$ cat config.mk
export PLATFORM = sky130hd
export DESIGN_NAME = cache_req_arbiter
export DESIGN_NICKNAME = d
export VERILOG_FILES = /design/src/rtl/cache_pkg.sv /design/src/rtl/cache_req_arbiter.sv
export SDC_FILE = /design/constraint.sdc
export NUM_CORES = 1
export LEC_CHECK = 0
export ABC_AREA = 1
export BUFFER_PORTS_ARGS = -buffer_cell sky130_fd_sc_hd__buf_2
export CORE_ASPECT_RATIO = 0.7
export CORE_MARGIN = 2
export CORE_UTILIZATION = 44
export DETAILED_ROUTE_END_ITERATION = 8
export GPL_ROUTABILITY_DRIVEN = 0
export PLACE_DENSITY_LB_ADDON = 0.25
export SYNTH_ARGS = -nofsm -noshare
export SYNTH_HDL_FRONTEND = slang
export SYNTH_SLANG_ARGS = --single-unit
$ cat constraint.sdc
create_clock -name clk -period 1.9 [get_ports clk]
set_input_delay 0.285 -clock clk [delete_from_list [all_inputs] [get_ports clk]]
set_output_delay 0.285 -clock clk [all_outputs]
set_load 0.01 [all_outputs]
$ cat src/rtl/cache_pkg.sv
// Shared encodings for the cache request arbiter and cache controller:
// arbiter FSM states, request source and the CPU/snoop op codes.
package cache_pkg;

    typedef enum logic [1:0] {
        IDLE  = 2'd0,
        ISSUE = 2'd1,
        WAIT  = 2'd2
    } arb_state_e;

    typedef enum logic {
        SRC_CPU = 1'b0,
        SRC_SNP = 1'b1
    } req_src_e;

    // 2'b10 and 2'b11 are reserved and passed through untouched.
    typedef enum logic [1:0] {
        CPU_READ  = 2'b00,
        CPU_WRITE = 2'b01
    } cpu_op_e;

    typedef enum logic [1:0] {
        SNP_READ_SHARED  = 2'b00,
        SNP_READ_UNIQUE  = 2'b01,
        SNP_MAKE_INVALID = 2'b10
    } snp_op_e;

    localparam int unsigned STARVE_W = 4;

endpackage

$ cat src/rtl/cache_req_arbiter.sv
// Single-owner arbiter in front of cache_controller: snoops win over the CPU
// unless the CPU has lost STARVE_MAX times in a row; ownership held until complete.
module cache_req_arbiter
    import cache_pkg::*;
#(
    parameter int unsigned ADDR_W     = 32,
    parameter int unsigned STARVE_MAX = 4
) (
    input  logic                clk,
    input  logic                reset,
    input  logic                cpu_valid,
    input  logic [1:0]          cpu_op,
    input  logic [ADDR_W-1:0]   cpu_addr,
    output logic                cpu_ready,
    input  logic                snp_valid,
    input  logic [1:0]          snp_op,
    input  logic [ADDR_W-1:0]   snp_addr,
    output logic                snp_ready,
    input  logic                cache_ready,
    input  logic                cache_complete,
    output logic                ctl_valid,
    output logic                ctl_src,
    output logic [1:0]          ctl_op,
    output logic [ADDR_W-1:0]   ctl_addr,
    output logic                busy,
    output arb_state_e          dbg_state,
    output logic [STARVE_W-1:0] dbg_starve_cnt
);

    // Handshake: a request transfers in the cycle where its valid and ready
    // are both high; ready is only ever raised in IDLE with cache_ready set.

    localparam logic [STARVE_W-1:0] STARVE_LIM = STARVE_W'(STARVE_MAX);

    arb_state_e          state_q, state_d;
    logic [STARVE_W-1:0] starve_cnt_q, starve_cnt_d;
    logic                ctl_src_q, ctl_src_d;
    logic [1:0]          ctl_op_q, ctl_op_d;
    logic [ADDR_W-1:0]   ctl_addr_q, ctl_addr_d;
    logic                cpu_wins;

    assign cpu_wins = cpu_valid && (!snp_valid || (starve_cnt_q == STARVE_LIM));

    always_comb begin
        state_d      = state_q;
        starve_cnt_d = starve_cnt_q;
        ctl_src_d    = ctl_src_q;
        ctl_op_d     = ctl_op_q;
        ctl_addr_d   = ctl_addr_q;
        cpu_ready    = 1'b0;
        snp_ready    = 1'b0;

        unique case (state_q)
            IDLE: begin
                // reset gating keeps ready low even before the state flop settles
                if (!reset && cache_ready && (cpu_valid || snp_valid)) begin
                    state_d = ISSUE;
                    if (cpu_wins) begin
                        cpu_ready    = 1'b1;
                        ctl_src_d    = SRC_CPU;
                        ctl_op_d     = cpu_op;
                        ctl_addr_d   = cpu_addr;
                        starve_cnt_d = '0;
                    end else begin
                        snp_ready  = 1'b1;
                        ctl_src_d  = SRC_SNP;
                        ctl_op_d   = snp_op;
                        ctl_addr_d = snp_addr;
                        if (cpu_valid && (starve_cnt_q < STARVE_LIM)) begin
                            starve_cnt_d = starve_cnt_q + 1'b1;
                        end
                    end
                end
            end
            ISSUE: begin
                state_d = WAIT;
            end
            WAIT: begin
                if (cache_complete) begin
                    state_d = IDLE;
                end
            end
            default: begin
                state_d = IDLE;
            end
        endcase
    end

    always_ff @(posedge clk) begin
        if (reset) begin
            state_q      <= IDLE;
            starve_cnt_q <= '0;
            ctl_src_q    <= 1'b0;
            ctl_op_q     <= '0;
            ctl_addr_q   <= '0;
        end else begin
            state_q      <= state_d;
            starve_cnt_q <= starve_cnt_d;
            ctl_src_q    <= ctl_src_d;
            ctl_op_q     <= ctl_op_d;
            ctl_addr_q   <= ctl_addr_d;
        end
    end

    assign ctl_valid      = (state_q == ISSUE);
    assign busy           = (state_q != IDLE);
    assign ctl_src        = ctl_src_q;
    assign ctl_op         = ctl_op_q;
    assign ctl_addr       = ctl_addr_q;
    assign dbg_state      = state_q;
    assign dbg_starve_cnt = starve_cnt_q;

endmodule
# Word level (Yosys, flattened, before mapping)
# Index checks and enable logic that the tools add are counted.
# totals
wordCells	39
ff_bits	41
# op_classes
order_cmp	1
muxes	13
n_addsub	1
n_reduce_logical	14
eq_ne	5
# ops
cell	count
two-way mux 32 bit	1
two-way mux 4 bit	2
two-way mux 1 bit	6
two-way mux 2 bit	3
one-hot mux 2 bit (3 select lines)	1
adder 4 x 1 -> 4 bit (second input constant)	1
equality test 4 x 3 -> 1 bit (second input constant)	1
logical AND 1 bit	4
< comparator 4 x 3 -> 1 bit (second input constant)	1
!= test 2 bit (second input constant)	2
AND reduction 2 bit	2
nonzero test 2 bit	2
AND reduction 3 bit	1
equality test 2 x 1 -> 1 bit (second input constant)	1
equality test 2 bit (second input constant)	1
zero test 1 bit	2
zero test 2 bit	1
logical OR 1 bit	2

# Logic depth before layout (Yosys ltp)
# Gate-level depths: netlist of run 1.
# depth
word_depth	6
mapped_depth	10
ltp_nobuf	9

# Worst setup path after synthesis of run 1
# No wires, ideal clock.
# synth_path
kind	register to output
start	register starve_cnt_q[0], in the netlist dbg_starve_cnt[0]
end	output port cpu_ready
arrival_time_ps	1202
stages_incl_launch_ff	8
slack_ps	413
required_ps	1615
cell_sequence	dfxtp_1 > inv_1 > ha_1 > nand3_1 > nand2_1 > nand3_1 > buf_2 > inv_1
# synth_via
elab_chain_len	6
# synth_rtl
item	line_no	source
from (decl)	cache_req_arbiter.sv:36	logic [STARVE_W-1:0] starve_cnt_q, starve_cnt_d;
from (signal assigned)	cache_req_arbiter.sv:98	starve_cnt_q <= starve_cnt_d;
equality test 4 x 3 -> 1 bit	cache_req_arbiter.sv:42	assign cpu_wins = cpu_valid && (!snp_valid || (starve_cnt_q == STARVE_LIM));
logical OR 1 bit	cache_req_arbiter.sv:42	
logical AND 1 bit	cache_req_arbiter.sv:42	
two-way mux 1 bit	cache_req_arbiter.sv:58	if (cpu_wins) begin
two-way mux 1 bit	cache_req_arbiter.sv:56	if (!reset && cache_ready && (cpu_valid || snp_valid)) begin
two-way mux 1 bit	cache_req_arbiter.sv:53	unique case (state_q)
to (decl)	cache_req_arbiter.sv:14	output logic cpu_ready,
# Every way passes these cells.

# Worst setup path after layout of run 1
# layout_path
start	register starve_cnt_q[0], in the netlist dbg_starve_cnt[0]
end	output port snp_ready
# layout_via
elab_chain_len	6
# layout_rtl
item	line_no	source
equality test 4 x 3 -> 1 bit	cache_req_arbiter.sv:42	
logical OR 1 bit	cache_req_arbiter.sv:42	
logical AND 1 bit	cache_req_arbiter.sv:42	
two-way mux 1 bit	cache_req_arbiter.sv:58	
two-way mux 1 bit	cache_req_arbiter.sv:56	
two-way mux 1 bit	cache_req_arbiter.sv:53	
to (decl)	cache_req_arbiter.sv:18	output logic snp_ready,
# Every way passes these cells.

==> results of run 1 <==
## cells in the final DEF (no fill, tap or decap), types with 2 or more instances in the layout
| master | count |
|---|---|
| a21oi_1 | 3 |
| buf_4 | 7 |
| o21ai_0 | 2 |
| dfxtp_1 | 40 |
| buf_12 | 2 |
| inv_1 | 41 |
| nor2_1 | 86 |
| nand3_1 | 53 |
| nand2_1 | 73 |
| buf_2 | 118 |
| ha_1 | 2 |
| nand4_1 | 3 |
| nor3_1 | 2 |
| clkbuf_8 | 6 |
## worst max-delay path: stages, from the launching register on
cell and delay, ns:
dfxtp_2 0.34, inv_1 0.07, ha_1 0.16, nand3_1 0.11, a21oi_2 0.38, nor2_1 0.07
buf_2 0.15
## through the flow
| stage | hold WS (ns) | cell area (um2) |
|---|---|---|
| 6_report | 0.294 | 2810 |
| 5_1_grt | 0.299 | 2810 |
| 4_1_cts | 0.291 | 2800 |
| 3_5_place_dp | 0.472 | 2710 |
| 3_3_place_gp | 0.477 | 2710 |
| 2_1_floorplan | 0.362 | 2080 |
## state kept, by name, indices dropped and copies added, names as in the netlist
register and cells:
ctl_op 2, dbg_starve_cnt 4, dbg_state 2, ctl_addr 32
ctl_src 1
## worst paths after layout
check | from | to | slack, ns | cells after the start
max reg2reg | dbg_starve_cnt[1]$_SDFFE_PP0P_ | ctl_addr[15]$_SDFFE_PP0P_ | 0.22 | 10
min | cache_complete | dbg_state[1]$_SDFFE_PP0P_ | 0.29 | 3
max | dbg_starve_cnt[0]$_SDFFE_PP0P_ | snp_ready | 0.05 | 6
min reg2reg | dbg_starve_cnt[3]$_SDFFE_PP0P_ | dbg_starve_cnt[3]$_SDFFE_PP0P_ | 0.49 | 2
## cell type report
class,count,share of cell area
clock buffer,7,0.0307
inverter,42,0.0561
multi-input combinational,231,0.353
sequential,41,0.292
tap,55,0.0245
timing repair buffer,127,0.243
## Yosys cell counts (all sizes together)
cell type	instances	share of area
nor2	88	0.16
nand2	74	0.13
nand3	53	0.13
inv	42	0.076
dfxtp	41	0.39
buf	15	0.050
a21oi	4	0.0096
clkbuf	3	0.0054
nand4	3	0.0090
o21ai	3	0.0072
ha	2	0.012
nor3	2	0.0048
and3	1	0.0030
xor2	1	0.0042
## layer usage
metal	part of all wire	wire length, um	track usage
met5	0	0	0
met4	0.013	69	0.0975
met3	0.075	414	0.0536
met2	0.45	2500	0.357
met1	0.46	2540	0.259
## power by group
part / internal [W] / switching, W / total (W)
logic: 0.000160 / 0.000197 / 0.000357
registers: 0.000899 / 0.0000213 / 0.000920
clock network: 0.000288 / 0.000293 / 0.000581
## kinds of logic (layout without fill, tap and decap cells)
kind of cell | Yosys count | count (layout)
AND/OR/NAND/NOR | 221 | 221
buffers and inverters | 60 | 176
flip-flops | 41 | 41
AO/OA/AOI/OAI | 7 | 7
XOR/XNOR | 1 | 1
adder cells (fa/ha/maj) | 2 | 2
## timing repair
action / CTS / global route
endpoints found under the setup margin: 1 / 2
pin swaps: 0 / 1
gates resized for setup: 1 / 1
buffers inserted: 0 / 1
==> reports/results.txt, run 1 <==
Clk pin slew, worst setup/hold paths - 0.08 ns
initial antenna violation count - 0
Yosys warnings - 0
Syn Inst Count - 332
All-Layer GR Usage - 0.211
worst min-delay path class - in2reg
Compound-Gate Fraction of Synth Area - 0.0169
Overflow after GRT - 0
Final setup viols - 0
setup_tns - 0 ns
kind of critical path - reg2out
sequential area share after synthesis - 0.395
ANT cells - 0
Post-Synth Simple-Gate Area - 0.441
Post-Syn Nets - 408
Clock Sinks - 41
Pwr per Cell Area - 661 nW/um2
RSZ-0062 raised after global routing - yes
register area - 822 um2
Final Non-Filler Cells - 503
Clock Skew - 0.00494 ns
cts hold-fix bufs - 0
DP Wirelength - 3.85 mm
Critical Path Fanout Max - 8
DRT antenna net count - 0
Final Cycle Share - 0.972
CTS HTree Levels - 2
Area Overhead vs Synth - 35.3%
vias in the first global route - 1993
IO Count - 119
Rel. slew slack - 0.702
CP endpoint kind - output pin
number of CTS-inserted buffers - 5
setup ws final - 0.0534 ns
Die Y - 61.5 um
mux cell area share after synthesis - 0
XOR/XNOR share of the synthesized area - 0.00421
post-synthesis register bit count - 41
Leak - 1.70 nW
layout net count - 524
Final Util - 0.635
Post-Synth Adder-Cell Area - 0.0120
Vias - 2335
Starting DRT DRC Count - 87
total power - 0.00186 W
routed wire length - 5.52 mm
CP required - 1.62 ns
largest family of logic cells by synthesized area - simple AND/OR/NAND/NOR gates
worst skew pair latency - 0.29 ns
Fmax - 542 MHz
largest net degree at the start of global routing - 42
wire per inst - 11.0 um
Fin. Hold Viols - 0
Distinct cells, synth - 20
Via density - 4.64
# fillers - 430
Syn Area/Cell - 6.26 um2
maximum VDD drop - 0.000301 V
Period minus WS final - 1.85 ns
Slew Limit Fails - 0
cell row count - 20
multi-input logic area - 993 um2
port buffer count - 118
core area - 4430 um2
crit start category - flop
max cap viols - 0
CTS tree - yes
Slew @ Worst Pin - 0.444 ns
CTS root buf - clkbuf_8
Inst Count DP - 495
die area - 5300 um2
DRT Pass-1 Iters - 4
DRC viols - 0
Die W - 86.1 um
Mapped Area - 2080 um2
outcome - finished clean
starting density of the core - 0.469
proportion of layout cells with a drive suffix above 1 - 0.310
first-pass GRT wire length - 8.58 mm
Clock Tree Buf Depth - 2
WP data arrival - 1.56 ns
Setup Slack @ Placement - 0.241 ns
Note: power is estimated with default switching activity, not from simulation.
==> inputs of run 2 (changes only) <==
clock period = 1.75 ns   (was 1.9 ns; I/O delays follow)
==> run 2 against run 1 <==
Cell area up 1.7%. Die area unchanged. Routed wire length shrank 1.6%. Critical path depth stayed put. Core utilization rose by 1.1 points. Register-to-register slack worse by 0.02 ns. Via count grew 0.86%. Sequential share of layout area down 0.45 points. Critical endpoint unchanged. Combinational power up 8.7%.
==> reports/results.txt, run 2 (synthesized netlist as in run 1, its figures left out) <==
DRT antenna net count - 0 (unchanged)
Rel. slew slack - 0.701 (about the same)
most frequent cells in the layout - 118 x buf_2, 86 x nor2_1, 72 x nand2_1
worst min-delay path class - in2reg
crit start category - flop
IO Count - 119 (unchanged)
CP endpoint kind - output pin
first-pass GRT wire length - 8.44 mm (-1.6%)
CP required - 1.49 ns (-0.13 ns)
cts hold-fix bufs - 0 (unchanged)
Starting DRT DRC Count - 91 (+4.6%)
maximum VDD drop - 0.000353 V (+17%)
Die Y - 61.5 um (unchanged)
number of CTS-inserted buffers - 5 (unchanged)
max cap viols - 0 (unchanged)
Clk pin slew, worst setup/hold paths - 0.08 ns (about the same)
port buffer count - 118 (unchanged)
Slew Limit Fails - 0 (unchanged)
Fmax - 596 MHz
Area Overhead vs Synth - 37.6%
cell row count - 20 (unchanged)
Pwr per Cell Area - 718 nW/um2 (+8.6%)
proportion of layout cells with a drive suffix above 1 - 0.332 (+0.0216)
outcome - finished clean
CTS root buf - clkbuf_8
starting density of the core - 0.469 (unchanged)
Slew @ Worst Pin - 0.445 ns (+0.00103 ns)
worst skew pair latency - 0.29 ns (about the same)
core area - 4430 um2 (unchanged)
WP data arrival - 1.42 ns (-0.14 ns)
Vias - 2355 (+0.86%)
Period minus WS final - 1.68 ns
ANT cells - 0 (unchanged)
kind of critical path - reg2out
Fin. Hold Viols - 0 (unchanged)
Via density - 4.64 (about the same)
layout net count - 527 (+0.57%)
Die W - 86.1 um (unchanged)
Final setup viols - 0 (unchanged)
vias in the first global route - 1961 (-1.6%)
Critical Path Fanout Max - 5 (-3)
initial antenna violation count - 0 (unchanged)
setup_tns - 0 ns (unchanged)
All-Layer GR Usage - 0.204 (-0.00701)
Clock Skew - 0.00455 ns (-0.000392 ns)
DRC viols - 0 (unchanged)
CTS tree - yes
Inst Count DP - 496 (+0.20%)
Overflow after GRT - 0 (unchanged)
Final Cycle Share - 0.959
Leak - 1.73 nW (+1.3%)
largest net degree at the start of global routing - 32 (-24%)
commonest non-fill, non-tap cell in the layout - buf_2
Clock Sinks - 41 (unchanged)
die area - 5300 um2 (unchanged)
max reg flops - 32 (unchanged)
routed wire length - 5.43 mm (-1.6%)
CTS HTree Levels - 2 (unchanged)
Clock Tree Buf Depth - 2 (unchanged)
RSZ-0062 raised after global routing - no
wire per inst - 10.7 um (-2.4%)
Final Non-Filler Cells - 507 (+0.80%)
DRT Pass-1 Iters - 4 (unchanged)
DP Wirelength - 3.80 mm (-1.3%)
[run 2: final timing paths]
kind,start,to,slack [ns],depth (start not counted)
worst max register to register,dbg_starve_cnt[0]$_SDFFE_PP0P_,ctl_addr[22]$_SDFFE_PP0P_,0.20,10
worst min register to register,dbg_starve_cnt[3]$_SDFFE_PP0P_,dbg_starve_cnt[3]$_SDFFE_PP0P_,0.51,2
worst min-delay path,cache_complete,dbg_state[1]$_SDFFE_PP0P_,0.28,3
worst max-delay path,dbg_starve_cnt[0]$_SDFFE_PP0P_,snp_ready,0.07,6
[run 2: repair_timing]
| item | in CTS | in global routing |
|---|---|---|
| setup endpoints to repair | 2 | 3 |
| gates cloned | 0 | 0 |
| pin swaps | 0 | 2 |
| gates resized for setup | 5 | 4 |
| buffers inserted | 0 | 3 |
[run 2: routing by layer]
layer / part of all wire / track usage / up-vias / wire [um]
li1: - / - / 1247 / -
met1: 0.45 / 0.258 / 1005 / 2450
met2: 0.45 / 0.354 / 98 / 2460
met3: 0.089 / 0.0509 / 5 / 483
met4: 0.0055 / 0.0544 / 0 / 30
met5: 0 / 0 / - / 0
[run 2: worst max-delay path, stage by stage, from the launching register on]
cell	delay, ns
dfxtp_2	0.34
inv_1	0.08
ha_2	0.17
nand3_2	0.12
a21oi_4	0.22
nor2_1	0.05
buf_2	0.14
[run 2: where the power goes]
| group | internal (W) | switching [W] |
|---|---|---|
| registers | 0.000976 | 0.0000236 |
| clock network | 0.000356 | 0.000309 |
| logic | 0.000174 | 0.000214 |
| total | 0.00151 | 0.000546 |
[run 2: stage by stage]
step / setup WS [ns] / hold slack, ns / cell area, um2 / util / total power [W]
floorplan: 0.269 / 0.339 / 2080 / - / 0.00123
global placement: 0.204 / 0.484 / 2710 / 0.611 / 0.00140
detailed placement: 0.106 / 0.481 / 2710 / 0.611 / 0.00140
CTS: 0.00502 / 0.276 / 2830 / 0.638 / 0.00208
global route: 0.000255 / 0.284 / 2860 / 0.646 / 0.00218
finish: 0.0714 / 0.285 / 2860 / 0.646 / 0.00205
[run 2: final cells by class]
class,count,area [um2]
Fill cell,450,1570
Multi-Input combinational cell,231,1020
Sequential cell,41,823
Timing Repair Buffer,130,693
Inverter,42,158
Clock buffer,7,96.3
Tap cell,55,68.8
Clock inverter,1,5.00
